File: src/rtl/seg_scan_to_num_pkg.sv
// Shared constants for the seven-segment scan decoder: glyph patterns, special
// number codes and the capture FSM state encoding.
package seg_scan_pkg;

    // Patterns are written g..a, i.e. seg7[6:0], active-low.
    localparam logic [6:0] PAT_0     = 7'b1000000;
    localparam logic [6:0] PAT_1     = 7'b1111001;
    localparam logic [6:0] PAT_2     = 7'b0100100;
    localparam logic [6:0] PAT_3     = 7'b0110000;
    localparam logic [6:0] PAT_4     = 7'b0011001;
    localparam logic [6:0] PAT_5     = 7'b0010010;
    localparam logic [6:0] PAT_6     = 7'b0000010;
    localparam logic [6:0] PAT_7     = 7'b1111000;
    localparam logic [6:0] PAT_8     = 7'b0000000;
    localparam logic [6:0] PAT_9     = 7'b0010000;
    localparam logic [6:0] PAT_BLANK = 7'b1111111;
    // The driver's error code reuses the "0" glyph and is told apart by a lit dp.
    localparam logic [6:0] PAT_ERR   = PAT_0;

    localparam logic [3:0] NUM_BLANK = 4'hE;
    localparam logic [3:0] NUM_ERR   = 4'hF;

    typedef enum logic [1:0] {
        IDLE    = 2'd0,
        SETTLE  = 2'd1,
        CAPTURE = 2'd2,
        HOLD    = 2'd3
    } state_t;

endpackage

File: src/rtl/seg_scan_to_num_if.sv
// Display-bus snoop interface: the multiplexed segment bus going in and the
// decoded frame coming out.
interface seg_scan_to_num_if #(
    parameter int N_DIG = 4
);
    logic [N_DIG-1:0]   an;
    logic [6:0]         seg7;
    logic               dpt;
    logic [4*N_DIG-1:0] nums;
    logic [N_DIG-1:0]   dpts;
    logic [N_DIG-1:0]   dig_err;
    logic               frame_valid;
    logic               an_err;

    modport master (
        output an, seg7, dpt,
        input  nums, dpts, dig_err, frame_valid, an_err
    );

    modport slave (
        input  an, seg7, dpt,
        output nums, dpts, dig_err, frame_valid, an_err
    );
endinterface

File: src/rtl/seg_scan_to_num_seg_to_num.sv
// Combinational reverse lookup from an active-low seven-segment pattern (plus
// decimal point) to a 4-bit number and an error flag.
module seg_to_num
    import seg_scan_pkg::*;
(
    input  logic [6:0] i_seg7,
    input  logic       i_dpt,
    output logic [3:0] o_num,
    output logic       o_err
);

    always_comb begin
        o_num = NUM_ERR;
        o_err = 1'b1;
        case (i_seg7)
            PAT_0: begin
                // With the dp lit this glyph is the error code, so keep the defaults.
                if (i_dpt) begin
                    o_num = 4'd0;
                    o_err = 1'b0;
                end
            end
            PAT_1:     begin o_num = 4'd1;      o_err = 1'b0; end
            PAT_2:     begin o_num = 4'd2;      o_err = 1'b0; end
            PAT_3:     begin o_num = 4'd3;      o_err = 1'b0; end
            PAT_4:     begin o_num = 4'd4;      o_err = 1'b0; end
            PAT_5:     begin o_num = 4'd5;      o_err = 1'b0; end
            PAT_6:     begin o_num = 4'd6;      o_err = 1'b0; end
            PAT_7:     begin o_num = 4'd7;      o_err = 1'b0; end
            PAT_8:     begin o_num = 4'd8;      o_err = 1'b0; end
            PAT_9:     begin o_num = 4'd9;      o_err = 1'b0; end
            PAT_BLANK: begin o_num = NUM_BLANK; o_err = 1'b0; end
            default:   ;
        endcase
    end

endmodule

File: src/rtl/seg_scan_to_num.sv
// Snoops a multiplexed seven-segment display bus, captures each digit once its
// drive has been stable long enough, and publishes a full decoded frame.
module seg_scan_to_num
    import seg_scan_pkg::*;
#(
    parameter int N_DIG      = 4,
    parameter int STABLE_CYC = 4
) (
    input  logic             clk,
    input  logic             rst_n,
    seg_scan_to_num_if.slave io_bus
);

    localparam int                 BW       = N_DIG + 8;
    localparam logic [7:0]         CNT_LAST = 8'(STABLE_CYC - 1);
    localparam logic [7:0]         CNT_MAX  = 8'(STABLE_CYC);
    localparam logic [N_DIG-1:0]   LSB_ONE  = N_DIG'(1);

    logic [BW-1:0]      w_bus_in;
    logic [BW-1:0]      r_bus;
    logic [BW-1:0]      r_bus_d;
    logic [N_DIG-1:0]   w_an;
    logic [N_DIG-1:0]   w_an_low;
    logic [6:0]         w_seg7;
    logic               w_dpt;
    logic               w_same;
    logic               w_one_hot;
    logic               w_multi;
    logic [3:0]         w_num;
    logic               w_err;

    state_t             r_state;
    logic [7:0]         r_cnt;
    logic [N_DIG-1:0]   r_cand_mask;
    logic [3:0]         r_cand_num;
    logic               r_cand_dpt;
    logic               r_cand_err;
    logic [N_DIG-1:0]   r_captured;
    logic [4*N_DIG-1:0] r_sh_nums;
    logic [N_DIG-1:0]   r_sh_dpts;
    logic [N_DIG-1:0]   r_sh_err;
    logic [4*N_DIG-1:0] w_sh_nums_nx;
    logic [N_DIG-1:0]   w_sh_dpts_nx;
    logic [N_DIG-1:0]   w_sh_err_nx;
    logic [4*N_DIG-1:0] r_nums;
    logic [N_DIG-1:0]   r_dpts;
    logic [N_DIG-1:0]   r_dig_err;
    logic               r_fv;
    logic               r_an_err;

    assign w_bus_in = {io_bus.an, io_bus.seg7, io_bus.dpt};
    assign w_an     = r_bus[BW-1:8];
    assign w_seg7   = r_bus[7:1];
    assign w_dpt    = r_bus[0];
    assign w_same   = (r_bus == r_bus_d);

    assign w_an_low  = ~w_an;
    assign w_one_hot = (w_an_low != '0) && ((w_an_low & (w_an_low - LSB_ONE)) == '0);
    assign w_multi   = (w_an_low != '0) && !w_one_hot;

    seg_to_num u_seg_to_num (
        .i_seg7 (w_seg7),
        .i_dpt  (w_dpt),
        .o_num  (w_num),
        .o_err  (w_err)
    );

    // Shadow buffer as it will look once the pending candidate is written in.
    always_comb begin
        w_sh_nums_nx = r_sh_nums;
        w_sh_dpts_nx = r_sh_dpts;
        w_sh_err_nx  = r_sh_err;
        for (int i = 0; i < N_DIG; i++) begin
            if (r_cand_mask[i]) begin
                w_sh_nums_nx[4*i +: 4] = r_cand_num;
                w_sh_dpts_nx[i]        = r_cand_dpt;
                w_sh_err_nx[i]         = r_cand_err;
            end
        end
    end

    always_ff @(posedge clk or negedge rst_n) begin
        if (!rst_n) begin
            // Input copies reset to the idle bus level so reset never looks like a multi-hot an.
            r_bus       <= '1;
            r_bus_d     <= '1;
            r_state     <= IDLE;
            r_cnt       <= '0;
            r_cand_mask <= '0;
            r_cand_num  <= '0;
            r_cand_dpt  <= 1'b0;
            r_cand_err  <= 1'b0;
            r_captured  <= '0;
            r_sh_nums   <= '0;
            r_sh_dpts   <= '0;
            r_sh_err    <= '0;
            r_nums      <= '0;
            r_dpts      <= '0;
            r_dig_err   <= '0;
            r_fv        <= 1'b0;
            r_an_err    <= 1'b0;
        end else begin
            r_bus   <= w_bus_in;
            r_bus_d <= r_bus;
            r_fv    <= 1'b0;

            if (w_multi) begin
                r_an_err <= 1'b1;
            end

            case (r_state)
                IDLE: begin
                    if (w_one_hot) begin
                        r_state <= SETTLE;
                        r_cnt   <= 8'd1;
                    end
                end

                SETTLE: begin
                    if (!w_same) begin
                        if (w_one_hot) begin
                            r_cnt <= 8'd1;
                        end else begin
                            r_state <= IDLE;
                        end
                    end else if (r_cnt >= CNT_LAST) begin
                        r_cnt       <= CNT_MAX;
                        r_state     <= CAPTURE;
                        r_cand_mask <= w_an_low;
                        r_cand_num  <= w_num;
                        r_cand_dpt  <= w_dpt;
                        r_cand_err  <= w_err;
                    end else begin
                        r_cnt <= r_cnt + 8'd1;
                    end
                end

                CAPTURE: begin
                    r_sh_nums <= w_sh_nums_nx;
                    r_sh_dpts <= w_sh_dpts_nx;
                    r_sh_err  <= w_sh_err_nx;
                    if ((r_captured | r_cand_mask) == '1) begin
                        r_nums     <= w_sh_nums_nx;
                        r_dpts     <= w_sh_dpts_nx;
                        r_dig_err  <= w_sh_err_nx;
                        r_fv       <= 1'b1;
                        r_captured <= '0;
                    end else begin
                        r_captured <= r_captured | r_cand_mask;
                    end
                    // A bus change already visible here must not be lost to HOLD.
                    if (!w_same) begin
                        if (w_one_hot) begin
                            r_state <= SETTLE;
                            r_cnt   <= 8'd1;
                        end else begin
                            r_state <= IDLE;
                        end
                    end else begin
                        r_state <= HOLD;
                    end
                end

                HOLD: begin
                    if (!w_same) begin
                        if (w_one_hot) begin
                            r_state <= SETTLE;
                            r_cnt   <= 8'd1;
                        end else begin
                            r_state <= IDLE;
                        end
                    end
                end

                default: r_state <= IDLE;
            endcase
        end
    end

    assign io_bus.nums        = r_nums;
    assign io_bus.dpts        = r_dpts;
    assign io_bus.dig_err     = r_dig_err;
    assign io_bus.frame_valid = r_fv;
    assign io_bus.an_err      = r_an_err;

endmodule

File: src/flat_wrapper.sv
// flat-port wrapper written by rule: the top's interface ports become plain ports
module seg_scan_to_num_flat import seg_scan_pkg::*;
#(
    parameter int N_DIG      = 4,
    parameter int STABLE_CYC = 4
)
  (clk, rst_n, io_bus_an, io_bus_seg7, io_bus_dpt, io_bus_nums, io_bus_dpts, io_bus_dig_err, io_bus_frame_valid, io_bus_an_err);
  seg_scan_to_num_if #(.N_DIG(N_DIG)) io_bus_i ();
  input  logic clk;
  input  logic rst_n;
  input wire logic [$bits(io_bus_i.an)-1:0] io_bus_an;
  input wire logic [$bits(io_bus_i.seg7)-1:0] io_bus_seg7;
  input wire logic [$bits(io_bus_i.dpt)-1:0] io_bus_dpt;
  output wire logic [$bits(io_bus_i.nums)-1:0] io_bus_nums;
  output wire logic [$bits(io_bus_i.dpts)-1:0] io_bus_dpts;
  output wire logic [$bits(io_bus_i.dig_err)-1:0] io_bus_dig_err;
  output wire logic [$bits(io_bus_i.frame_valid)-1:0] io_bus_frame_valid;
  output wire logic [$bits(io_bus_i.an_err)-1:0] io_bus_an_err;
  assign io_bus_i.an = io_bus_an;
  assign io_bus_i.seg7 = io_bus_seg7;
  assign io_bus_i.dpt = io_bus_dpt;
  assign io_bus_nums = io_bus_i.nums;
  assign io_bus_dpts = io_bus_i.dpts;
  assign io_bus_dig_err = io_bus_i.dig_err;
  assign io_bus_frame_valid = io_bus_i.frame_valid;
  assign io_bus_an_err = io_bus_i.an_err;
  seg_scan_to_num #(.N_DIG(N_DIG), .STABLE_CYC(STABLE_CYC)) u_core (.clk(clk), .rst_n(rst_n), .io_bus(io_bus_i));
endmodule
File: config.mk
export PLATFORM = sky130hd
export DESIGN_NAME = seg_scan_to_num_flat
export DESIGN_NICKNAME = d
export VERILOG_FILES = /design/src/rtl/seg_scan_to_num_pkg.sv /design/src/rtl/seg_scan_to_num_if.sv /design/src/rtl/seg_scan_to_num_seg_to_num.sv /design/src/rtl/seg_scan_to_num.sv /design/src/flat_wrapper.sv
export SDC_FILE = /design/constraint.sdc
export NUM_CORES = 1
export LEC_CHECK = 0
export BUFFER_PORTS_ARGS = -buffer_cell sky130_fd_sc_hd__buf_4
export CAP_MARGIN = 20
export CELL_PAD_IN_SITES_DETAIL_PLACEMENT = 2
export CELL_PAD_IN_SITES_GLOBAL_PLACEMENT = 2
export CORE_MARGIN = 4
export CORE_UTILIZATION = 31
export CTS_CLUSTER_SIZE = 40
export DETAILED_ROUTE_END_ITERATION = 8
export PLACE_DENSITY_LB_ADDON = 0.1
export SKIP_LAST_GASP = 1
export SYNTH_ARGS = -nofsm -noshare
export SYNTH_HDL_FRONTEND = slang
export SYNTH_SLANG_ARGS = --single-unit
File: constraint.sdc
create_clock -name clk -period 2.17 [get_ports clk]
set_input_delay 0.3255 -clock clk [delete_from_list [all_inputs] [get_ports clk]]
set_output_delay 0.3255 -clock clk [all_outputs]
set_load 0.02 [all_outputs]
==> metrics.sh <==
YOSYSTOPAREACELL='sky130_fd_sc_hd__dfrtp_1'
PLACE_HPWL_UM=7220
ENDPOINT_CLASS_OF_THE_CRITICAL_PATH='register'
GRT_FIRST_PASS_WIRELENGTH_UM=17310
SLEW_VIOLATIONS=0
DESIGN.CORE.AREA_UM2=13350
POWER_SWITCHING_W=0.0008195
DRC=0
CTS_BUFFERS=9
DIE_Y_UM=125.3
MIN_PERIOD_NS=2.066
TNS_NS=0
SYN_NETS=369
NUMBER_OF_DETAILED_ROUTE_ITERATIONS_IN_THE_FIRST_PASS=4
CRITICAL_PATH.MAX_FANOUT=15
TIMING.CRITICAL_PATH.FROM='u_core.r_bus[11]'
NFILLCELLS=1419
AREA_CONTRIBUTORS_POST_SYNTH='sky130_fd_sc_hd__dfrtp_1, sky130_fd_sc_hd__dfstp_2, sky130_fd_sc_hd__mux2i_1'
CRITICAL_PATH.SLOWEST_CELL='sky130_fd_sc_hd__dfstp_2'
MAX-CAP-VIOLATIONS=0
SETUP_BUFS_POST_CTS=0
ROUTED_WIRE_LENGTH_PER_INSTANCE_UM=17.07
SYNTH-EDFF-COUNT=0
YS_SEQ_AREA_SHARE_PCT=58.22
CTS_TREE='built'
SYN-INSTANCE-COUNT=354
FMAX_MHz=484.0
GROUTE.USAGE.OVERALL_PCT=14.00
CELLLEAKAGEPOWER_nW=2.389
CPPEAKSTAGEDELAY_NS=0.54
WORST_PATH_MOST_REPEATED_CELL='sky130_fd_sc_hd__and3_1'
RRSETUPSLACK_NS=0.10
SYNTH_TOP_FLOP_CELL='sky130_fd_sc_hd__dfrtp_1'
TOTAL_VIAS_IN_THE_FINAL_ROUTE=2904
SETUP_VIOLATIONS=0
CP-START-KIND='register'
POWER-PER-CELL-AREA_nW_PER_UM2=705.9
ANTENNA_FOUND_INITIAL=0
CTS.CLK_SLEW.WORST_PATHS_NS=0.06
REGTOREGENDPOINT='u_core.r_cnt[3]'
ANTENNA_CELLS=0
PART_OF_THE_POWER_IN_THE_CLOCK_NETWORK_PCT=43.4
POWER.SHARE.COMBINATIONAL_PCT=5.4
DR.FIRST_ITER.DRC_COUNT=126
TIMING.HOLD.WORST.CLASS='in -> reg'
POST-SYNTH-TOP-AREA-FRACTION_PCT=43.43
INITIAL_CORE_UTIL_PCT=31.95
TIMING.SETUP.CRITICAL_PATH_CLASS='reg -> reg'
CLOCK_TREE.BUFFER_DEPTH=2
WORST-SLEW-PIN-TRANSITION_NS=0.5653
VIAS_IN_THE_FIRST_GLOBAL_ROUTE=3211
FIN_NETS=426
SETUP_REPAIR_AFTER_GLOBAL_ROUTING_MISSED_ITS_MARGIN='no'
TOTALPOWERFINAL_W=0.003683
CLKSINKCOUNT=98
MAX-SLEW-MARGIN-REL_PCT=62.31
SYN_TO_FINAL_GROWTH_PCT=22.36
GP_CONGESTION=0.7974
FINCLKSKEW_NS=0.006756
TIMING.CRITICAL_PATH.TO='u_core.r_cnt[3]'
POST_DRT_VIA_CELL_RATIO=4.905
SYNTH-WARNING-COUNT=0
CLK_ROOT_BUFFER_CELL='sky130_fd_sc_hd__clkbuf_16'
FRACTION_OF_LAYOUT_INSTANCES_USING_A_DRIVE_STRENGTH_ABOVE_1_PCT=35.34
SYNTH_ASYNC_SR_FLOP_SHARE_PCT=100.0
SYN_AREA_PER_CELL_UM2=12.05
YOSYS_REGISTER_BITS=98
TIMING.REG2REG.WORST_PATH_DEPTH=7
SEQUENTIAL_CELL_AREA_UM2=2482
WORSTSKEWPAIRLATENCY_NS=0.35
FINAL_MIN_PERIOD_OVER_CLOCK_PERIOD_PCT=95.22
INTERNAL_POWER_W=0.002863
CP.ARRIVAL_NS=2.29
DIE_AREA_UM2=15700
RR_STARTPOINT='u_core.r_bus[11]'
MULTI_INPUT_COMB_AREA_UM2=1648
WORST_IR_DROP_VDD_V=0.0003133
TIMING.HOLD.WORST.START='io_bus_seg7[0]'
NUM_ROWS=42
CRIT_PATH_CELL_TRACE='xor2_1 > nor4_4 > buf_4 > and3_1 > buf_12 > and3_1 > nor3_1'
PORTS_PLACED_ON_THE_BOUNDARY=40
DIE-WIDTH_UM=125.3
SHARE_SEQ_OF_TOTAL_POWER_PCT=51.2
SYNTHESIS.AREA_UM2=4264
WORST-ENDPOINT-REQUIRED_NS=2.39
IO_BUFFERS=39
H_TREE_DEPTH=3
GR-TOTAL-OVERFLOW=0
YOSYSUNIQUECELLTYPES=55
FINALHOLDVIOLCOUNT=0
RESULT_OF_THE_RUN='finished clean'
DRT-TOTAL-WL_UM=10100
GRT_START_MAX_NET_PINS=45
P_SW_SHARE_PCT=22.25
DRT.ANTENNA.VIOLATING_NETS=0
## sequential cells by signal, summed over array words and instances (netlist names)
name,flops
u_core.io_bus.nums,16
u_core.r_sh_nums,16
u_core.r_bus,12
u_core.r_bus_d,12
u_core.r_cnt,8
u_core.io_bus.dig_err,4
u_core.io_bus.dpts,4
u_core.r_cand_mask,4
u_core.r_cand_num,4
u_core.r_captured,4
u_core.r_sh_dpts,4
u_core.r_sh_err,4
u_core.r_state,2
u_core.io_bus.an_err,1
u_core.io_bus.frame_valid,1
u_core.r_cand_dpt,1
u_core.r_cand_err,1
## metrics by stage
step / hold WS [ns] / util (%) / cells / cell area (um^2) / setup WS [ns]
after floorplan: 0.02991 / - / 354 / 4264 / 0.2911
after global placement: 0.2944 / 36.74 / 575 / 4903 / 0.1221
after detailed placement: 0.2972 / 36.74 / 575 / 4903 / 0.06403
after CTS: 0.06184 / 39.02 / 592 / 5209 / 0.01834
after global routing: 0.05887 / 39.09 / 592 / 5218 / 0.004675
final: 0.07999 / 39.09 / 592 / 5218 / 0.1038
## cell usage after synthesis, types with 2 or more instances
cell / instances
sky130_fd_sc_hd__a21o_1: 6
sky130_fd_sc_hd__a21oi_1: 44
sky130_fd_sc_hd__and3_1: 5
sky130_fd_sc_hd__buf_1: 5
sky130_fd_sc_hd__buf_2: 10
sky130_fd_sc_hd__buf_4: 2
sky130_fd_sc_hd__buf_6: 3
sky130_fd_sc_hd__clkbuf_1: 5
sky130_fd_sc_hd__dfrtp_1: 74
sky130_fd_sc_hd__dfstp_2: 24
sky130_fd_sc_hd__inv_1: 3
sky130_fd_sc_hd__mux2_2: 24
sky130_fd_sc_hd__mux2i_1: 27
sky130_fd_sc_hd__nand2_1: 14
sky130_fd_sc_hd__nand2b_1: 2
sky130_fd_sc_hd__nand3_1: 5
sky130_fd_sc_hd__nand4_1: 2
sky130_fd_sc_hd__nor2_1: 33
sky130_fd_sc_hd__nor2b_1: 3
sky130_fd_sc_hd__nor3_1: 7
sky130_fd_sc_hd__nor4_1: 2
sky130_fd_sc_hd__nor4_2: 2
sky130_fd_sc_hd__o21ai_0: 5
sky130_fd_sc_hd__o21ba_2: 2
sky130_fd_sc_hd__o22ai_1: 2
sky130_fd_sc_hd__o41ai_1: 2
sky130_fd_sc_hd__xnor2_1: 2
sky130_fd_sc_hd__xor2_1: 12
## how the worst min path moves through the flow
stage                               end  slack [ns]  depth (start not counted)
3_5_place_dp   u_core.io_bus.dig_err[1]        0.30                          1
5_1_grt                 u_core.r_bus[1]        0.06                          1
2_1_floorplan      u_core.io_bus.an_err        0.03                          0
3_3_place_gp   u_core.io_bus.dig_err[1]        0.29                          1
4_1_cts                 u_core.r_bus[5]        0.06                          1
6_report                u_core.r_bus[1]        0.08                          1
## per-layer routing
| layer | global-route usage [%] | wire length, um |
|---|---|---|
| met5 | 0 | 0 |
| met4 | 6.952 | 253 |
| met3 | 2.644 | 289 |
| met2 | 23.41 | 5000 |
| met1 | 17.39 | 4560 |
## cell usage in the layout, fill, tap and decap left out, types with 3 or more instances in the layout
cell                         n
sky130_fd_sc_hd__dfrtp_1    74
sky130_fd_sc_hd__inv_1       3
sky130_fd_sc_hd__mux2_2     24
sky130_fd_sc_hd__xor2_1     12
sky130_fd_sc_hd__clkinv_2    3
sky130_fd_sc_hd__nand2_1    14
sky130_fd_sc_hd__a21oi_1    44
sky130_fd_sc_hd__and3_1      5
sky130_fd_sc_hd__nand3_1     5
sky130_fd_sc_hd__buf_4      68
sky130_fd_sc_hd__nor2b_1     3
sky130_fd_sc_hd__nor2_1     33
sky130_fd_sc_hd__a21o_1      6
sky130_fd_sc_hd__nor3_1      7
sky130_fd_sc_hd__o21ai_0     5
sky130_fd_sc_hd__dfstp_2    24
sky130_fd_sc_hd__mux2i_1    27
sky130_fd_sc_hd__clkbuf_16   9
## logic make-up (layout without fill, tap and decap cells)
group           Yosys count  after routing  synth area share [%]
compound gates           73             73                 10.94
xor+xnor                 14             14                 2.876
fa+ha+maj                 1              1                0.2934
buf+inv                  28             90                 3.462
flops                    98             98                 58.22
mux                      52             52                 12.94
simple gates             88             88                 11.27
## critical path, delay by kind of cell, from the launching register on
| family | cells | cell delay (ns) |
|---|---|---|
| buf+inv | 2 | 0.32 |
| simple gates | 4 | 0.98 |
| flops | 1 | 0.54 |
| xor+xnor | 1 | 0.10 |
## timing repair
| item | 4_1_cts | 5_1_grt |
|---|---|---|
| endpoints found under the setup margin | 0 | 6 |
| gates resized for setup | 0 | 1 |
| hold buffers | 1 | 0 |
| hold endpoints to repair | 7 | 0 |
## power by group through the flow
stage	clock, W	sequential [W]	combinational [W]
finish	0.00160	0.00188	0.000199
global route	0.00175	0.00189	0.000223
CTS	0.00167	0.00189	0.000203
detailed placement	0	0.00192	0.000199
global placement	0	0.00192	0.000195
floorplan	0	0.00192	0.0000839
## cell type report
type | instances | share of cell area, %
Multi-Input combinational cell | 228 | 31.58
Timing Repair Buffer | 71 | 10.74
Clock inverter | 6 | 1.079
Tap cell | 176 | 4.221
Inverter | 3 | 0.2158
Clock buffer | 10 | 4.580
Sequential cell | 98 | 47.58
(Power assumes the default switching activity.)
